==> src/rtl/byte_word_packer.sv <==
// Packs a strobed byte stream into 16-bit words for the small FIFO, honouring its full flag.
// Optional idle auto-flush of a half word is enabled by defining IDLE_TIMEOUT_FLUSH_EN.
module byte_word_packer #(
    parameter int unsigned LOW_BYTE_FIRST = 1,
    parameter logic [7:0]  PAD_BYTE       = 8'h00
`ifdef IDLE_TIMEOUT_FLUSH_EN
    ,
    parameter logic [15:0] TIMEOUT_CYCLES = 16'd1000
`endif
) (
    input  logic        clk,
    input  logic        reset,
    input  logic [7:0]  byte_in,
    input  logic        byte_strobe,
    input  logic        flush,
    input  logic        fifo_full,
    input  logic        fifo_cleaning,
    output logic [15:0] word_out,
    output logic        en_queue,
    output logic        half_pending,
    output logic        overflow,
    output logic [15:0] word_count
);

    typedef enum logic [1:0] {
        EMPTY     = 2'd0,
        HALF      = 2'd1,
        WAIT_FULL = 2'd2,
        GAP       = 2'd3
    } state_t;

    state_t      state;
    state_t      state_nxt;
    logic [7:0]  held;
    logic [7:0]  held_nxt;
    logic [15:0] word_nxt;
    logic [15:0] count_nxt;
    logic        en_nxt;
    logic        ovf_nxt;
    logic        flush_req;

`ifdef IDLE_TIMEOUT_FLUSH_EN
    logic [15:0] idle_cnt;
    logic [15:0] idle_nxt;
`endif

    // Place the first-received byte in the configured half of the word.
    function automatic logic [15:0] pack(input logic [7:0] first, input logic [7:0] second);
        return (LOW_BYTE_FIRST != 0) ? {second, first} : {first, second};
    endfunction

    // Next-state and next-output decode.
    always_comb begin
        state_nxt = state;
        held_nxt  = held;
        word_nxt  = word_out;
        count_nxt = word_count;
        en_nxt    = 1'b0;
        ovf_nxt   = overflow;
        flush_req = flush;
`ifdef IDLE_TIMEOUT_FLUSH_EN
        idle_nxt = idle_cnt;
        if (byte_strobe) begin
            idle_nxt = 16'd0;
        end else if (state == HALF) begin
            idle_nxt = idle_cnt + 16'd1;
        end
        if ((state == HALF) && (idle_cnt >= (TIMEOUT_CYCLES - 16'd1))) begin
            flush_req = 1'b1;
        end
`endif
        case (state)
            EMPTY: begin
                if (byte_strobe) begin
                    held_nxt  = byte_in;
                    state_nxt = HALF;
                end
            end
            HALF: begin
                // A real second byte takes priority over a pad flush.
                if (byte_strobe || flush_req) begin
                    word_nxt = byte_strobe ? pack(held, byte_in) : pack(held, PAD_BYTE);
                    if (!fifo_full) begin
                        en_nxt    = 1'b1;
                        count_nxt = word_count + 16'd1;
                        state_nxt = GAP;
                    end else begin
                        state_nxt = WAIT_FULL;
                    end
                end
            end
            WAIT_FULL: begin
                if (byte_strobe) begin
                    ovf_nxt = 1'b1;
                end
                if (!fifo_full) begin
                    en_nxt    = 1'b1;
                    count_nxt = word_count + 16'd1;
                    state_nxt = GAP;
                end
            end
            GAP: begin
                if (byte_strobe) begin
                    held_nxt  = byte_in;
                    state_nxt = HALF;
                end else begin
                    state_nxt = EMPTY;
                end
            end
            default: state_nxt = EMPTY;
        endcase
    end

    // State and registered outputs; reset and FIFO clear discard everything.
    always_ff @(posedge clk) begin
        if (reset || fifo_cleaning) begin
            state        <= EMPTY;
            held         <= 8'h00;
            word_out     <= 16'h0000;
            en_queue     <= 1'b0;
            half_pending <= 1'b0;
            overflow     <= 1'b0;
            word_count   <= 16'h0000;
`ifdef IDLE_TIMEOUT_FLUSH_EN
            idle_cnt     <= 16'd0;
`endif
        end else begin
            state        <= state_nxt;
            held         <= held_nxt;
            word_out     <= word_nxt;
            en_queue     <= en_nxt;
            half_pending <= (state_nxt == HALF);
            overflow     <= ovf_nxt;
            word_count   <= count_nxt;
`ifdef IDLE_TIMEOUT_FLUSH_EN
            idle_cnt     <= idle_nxt;
`endif
        end
    end

endmodule

==> config.mk <==
export PLATFORM = sky130hd
export DESIGN_NAME = byte_word_packer
export DESIGN_NICKNAME = d
export VERILOG_FILES = /design/src/rtl/byte_word_packer.sv
export SDC_FILE = /design/constraint.sdc
export NUM_CORES = 1
export LEC_CHECK = 0
export CORE_ASPECT_RATIO = 0.6
export CORE_MARGIN = 2
export CORE_UTILIZATION = 48
export DETAILED_ROUTE_END_ITERATION = 12
export PLACE_DENSITY = 0.85
export REMOVE_ABC_BUFFERS = 1
export SYNTH_ARGS = -nofsm -noshare
export SYNTH_HDL_FRONTEND = slang
export SYNTH_SLANG_ARGS = --single-unit
==> constraint.sdc <==
create_clock -name clk -period 2.72 [get_ports clk]
set_input_delay 0.544 -clock clk [delete_from_list [all_inputs] [get_ports clk]]
set_output_delay 0.544 -clock clk [all_outputs]
set_load 0.02 [all_outputs]
After elaboration in Yosys (flattened, before gate mapping)

Cells that the tools add are included.

Add/sub/neg operators: 1
Multipliers: 0
Divide/modulo/power cells: 0
$lt $le $gt $ge: 0
Equal/unequal tests: 5
Shift operators: 0
Mux-type cells: 13
Bitwise gates (word level): 0
Reductions and logical operators: 9

Operator list:

| cell                  | number |
|---|---|
| $mux 16               | 3 |
| $pmux 16 s2           | 1 |
| $add 16x1->16 const B | 1 |
| $pmux 2 s4            | 1 |
| $reduce_and 2->1      | 4 |
| $mux 2                | 3 |
| $eq 2x1->1 const B    | 2 |
| $eq 2x2->1 const B    | 2 |
| $mux 1                | 4 |
| $logic_not 2->1       | 1 |
| $logic_or 1x1->1      | 2 |
| $ne 2x2->1 const B    | 1 |
| $pmux 1 s2            | 1 |
| $reduce_bool 2->1     | 1 |
| $reduce_or 2->1       | 1 |

Register bits: 45
Latch bits: 0
Memory bits (writable): 0
ROM bits: 0
Input port bits: 14
Output and inout bits: 35
Logic and storage cells: 35
Memories: 0

Longest topological paths before layout

Depth after elaboration: 4
Depth in mapped cells: 8
Depth with buffers taken out: 6

Worst setup path after synthesis

No wires, ideal clock.

Path kind: register to register
Start point: register state[0]
End point: register word_count[13]
Data arrival time: 2.195 ns
Setup slack: 0.455 ns
Cell stages (with the launch flop): 9
Buffers on the path: 2
Path through: dfxtp_1 inv_1 ha_1 nand2b_4 buf_6 or4_1 buf_2 or4_1 a21oi_1

Word-level cells in the longest chain between the ends: 3
Elaborated cells between the ends (all ways): 6
Classes of those cells: 3 x eq/ne; 1 x mux; 2 x reduce/logical

Ends and longest elaborated chain:

| item                                                      | RTL line | text |
|---|---|---|
| start, declared                                           | 32       | `state_t state;` |
| start signal, assigned                                    | 128      | `state <= state_nxt;` |
| $eq 2x1->1 or $eq 2x2->1 (tied branches)                  | 72       | `case (state)` |
| $ne 2x2->1 (no line) or $reduce_bool 2->1 (tied branches) | -        |  |
| $reduce_and 2->1 (no line)                                | -        |  |
| end signal, assigned                                      | 134      | `word_count <= count_nxt;` |
| end, declared                                             | 22       | `output logic [15:0] word_count` |

Several ways; a longest one is shown, not always the timed one.
A chain may end at the register's enable or synchronous reset.

Final worst setup path

Ends and elaborated chain as after synthesis.

==> results.cfg <==
[setup_path]
worstSetupEndpointType = flip-flop
worstSetupPathType = flip-flop to flip-flop
critPathLaunchType = flip-flop
cp.required_ns = 2.95
rr_endpoint = word_count[13]
cp_data_arrival_time_ns = 2.64
rrSetupSlack_ns = 0.31
rr_startpoint = state[0]
r2r_cells = 6
critPathMaxFanout = 10

[global_route]
use_met1 = 0.305
grt_busiest_layer = met2
antenna_found_initial = 0
overflow = 0
gr-usage-met3 = 0.0614
track_usage = 0.213
grt_pass1_wl_mm = 7.21
grt_pass1_vias = 1471
gr-usage-met2 = 0.315
grt_max_degree = 25

[floorplan]
rows = 17
start_util = 0.507
fp.dieH_um = 52.6
chipWidth_um = 84.9
die_area_mm2 = 0.00446
core_mm2 = 0.00372
ioPinCount = 49

[cts]
cts_root_buf = clkbuf_8
cts_buffers = 5
clock-sinks = 45
clkTransAtPathRegs_ns = 0.08
cts_resized = 0
holdBufCountCts = 0
htree_levels = 2
worstSkewPairLatency_ns = 0.30
cts_tree = yes
clockBufferDepth = 2
cts_setup_buffers = 0

[cells_and_area]
finalInstanceArea_mm2 = 0.00250
fillerInstances = 295
area_delta_synth_final_pct = 32.4
nNetsFinal = 278
diodes = 0
post-route-util = 0.671
drive_gt1_frac = 0.0698

[detailed_routing]
final_antenna_net_count = 0
finalWirelength_mm = 4.43
drcViolationCount = 0
num_vias = 1664
drt_iter0_markers = 101
wl_per_cell_um = 14.5
routed_via_density = 5.46
firstDrtPassIters = 4

[sta]
grt_setup_unrepaired = false
worst_pin_slew_ns = 0.545
hold_ws_ns = 0.456
maxClockFrequency_mhz = 416
post-route-period-util = 0.885
finClkSkew_ns = 0.00934
fin_tns_setup_ns = 0
min_period_ns = 2.41
relSlewSlack = 0.636
worst_slack_ns = 0.313
report.final.slew_viol_count = 0
setup_violations = 0
hold_viol = 0

[logic_synthesis]
post-synth-top-count-cell = dfxtp_1
synth_top_area_frac = 0.478
synth_cell_type_count = 35
synth_largest_area_cell = dfxtp_1
syn_inst = 210
syn_avg_cell_area_um2 = 8.98
synth_seq_cells = 45
post_synth_main_area_contributors = dfxtp_1 48%, nor2_1 6.6%, nand2_1 5.0%, mux2i_1 4.2%, a21oi_1 4.0%
ys.flop_type = dfxtp_1
syn-cell-area_mm2 = 0.00189
synth_common_cells = 45 x dfxtp_1, 33 x nor2_1, 25 x nand2_1, 15 x a21oi_1
asyncSetResetFlopFracSynth = 0
yosys_warnings = 0
seq_area_frac_synth = 0.478
synth_edf_count = 0

[power_and_ir_drop]
p_sw_mw = 0.274
p_clk_frac = 0.387
switching_share = 0.219
power.static_leakage_nw = 0.872
irDropWorstVdd_uv = 327
combPwrFrac = 0.077
seqPwrFrac = 0.536
power.internal_mw = 0.977
powerDensity_mw_per_mm2 = 501

[place]
pre_cts_ws_ns = 0.115
gp_congestion = 0.789
hpwl_mm = 3.10
postPlaceCellArea_mm2 = 0.00239
port_buffers = 48

[hold_path]
holdPathEnd = word_out[0]
hp-class = flip-flop to flip-flop
min_from = held[0]
whs_path_depth = 2

[run_status]
status = finished, final reports clean

[run]
drv_cap = 0
[worst max path at each step]
stage	from	end	cells past startpoint
floorplan	state[0]	word_count[13]	6
global placement	fifo_full	word_count[13]	5
detailed placement	fifo_full	word_count[13]	5
CTS	state[0]	word_count[13]	6
global route	state[0]	word_count[13]	6
finish	state[0]	word_count[13]	6
[layout by cell type, fill, tap and decap left out, types with 3 or more instances in the layout]
master,count
o21ai_0,8
dfxtp_1,45
a31oi_1,3
and2_1,3
nand2_1,25
clkdlybuf4s50_1,48
a22oi_1,8
buf_4,5
clkbuf_8,5
a21oi_1,15
ha_1,6
nor4_1,3
nor2_1,33
nand3_1,4
mux2i_1,8
xnor2_1,8
[per-layer routing]
metal  routed length (um)  vias to the layer above
met5                    0                        -
met4                   29                        0
met3                  208                        4
met2                 1940                       50
met1                 2260                      783
li1                     -                      827
[power groups by stage]
| stage | Clock (mW) | Combinational, mW | Sequential (mW) |
|---|---|---|---|
| after floorplan | 0 | 0.0478 | 0.689 |
| after global placement | 0 | 0.0922 | 0.686 |
| after detailed placement | 0 | 0.0942 | 0.686 |
| after CTS | 0.489 | 0.0952 | 0.671 |
| after global routing | 0.523 | 0.103 | 0.672 |
| final | 0.484 | 0.0959 | 0.671 |
[final cells by class]
| class | count | area (um^2) | area share |
|---|---|---|---|
| clock buffers | 5 | 68.8 | 0.0276 |
| inverters | 2 | 7.51 | 0.00301 |
| clock inverters | 2 | 35.0 | 0.0140 |
| multi-input cells | 151 | 908 | 0.364 |
| flip-flops and latches | 45 | 901 | 0.361 |
| repair buffers | 53 | 518 | 0.207 |
| well taps | 47 | 58.8 | 0.0235 |
[flip-flops by register name, summed over array words and instances (netlist names)]
register      flops
word_count       16
word_out         16
held              8
state             2
en_queue          1
half_pending      1
overflow          1
[per-stage QoR]
| stage | total power [mW] | instances |
|---|---|---|
| after detailed placement | 0.780 | 298 |
| after global routing | 1.30 | 305 |
| after CTS | 1.25 | 305 |
| after global placement | 0.778 | 298 |
| final | 1.25 | 305 |
| after floorplan | 0.736 | 198 |
[cells by family (layout without fill, tap and decap cells)]
logic type | count (synthesis) | after routing | synth area share
AND/OR/NAND/NOR | 88 | 88 | 0.228
flip-flops | 45 | 45 | 0.478
AO/OA/AOI/OAI | 41 | 41 | 0.135
buffers and inverters | 14 | 62 | 0.0405
XOR/XNOR | 8 | 8 | 0.0372
multiplexers | 8 | 8 | 0.0425
adder cells (fa/ha/maj) | 6 | 6 | 0.0398
[worst max-delay path: stages, from the launching register on]
cell and delay [ns]:
dfxtp_1 0.43, inv_1 0.09, ha_1 0.37, nand2b_4 0.11
or4_1 0.66, or4_1 0.54, a21oi_1 0.14
No activity file was read; power rests on OpenSTA's default activity.
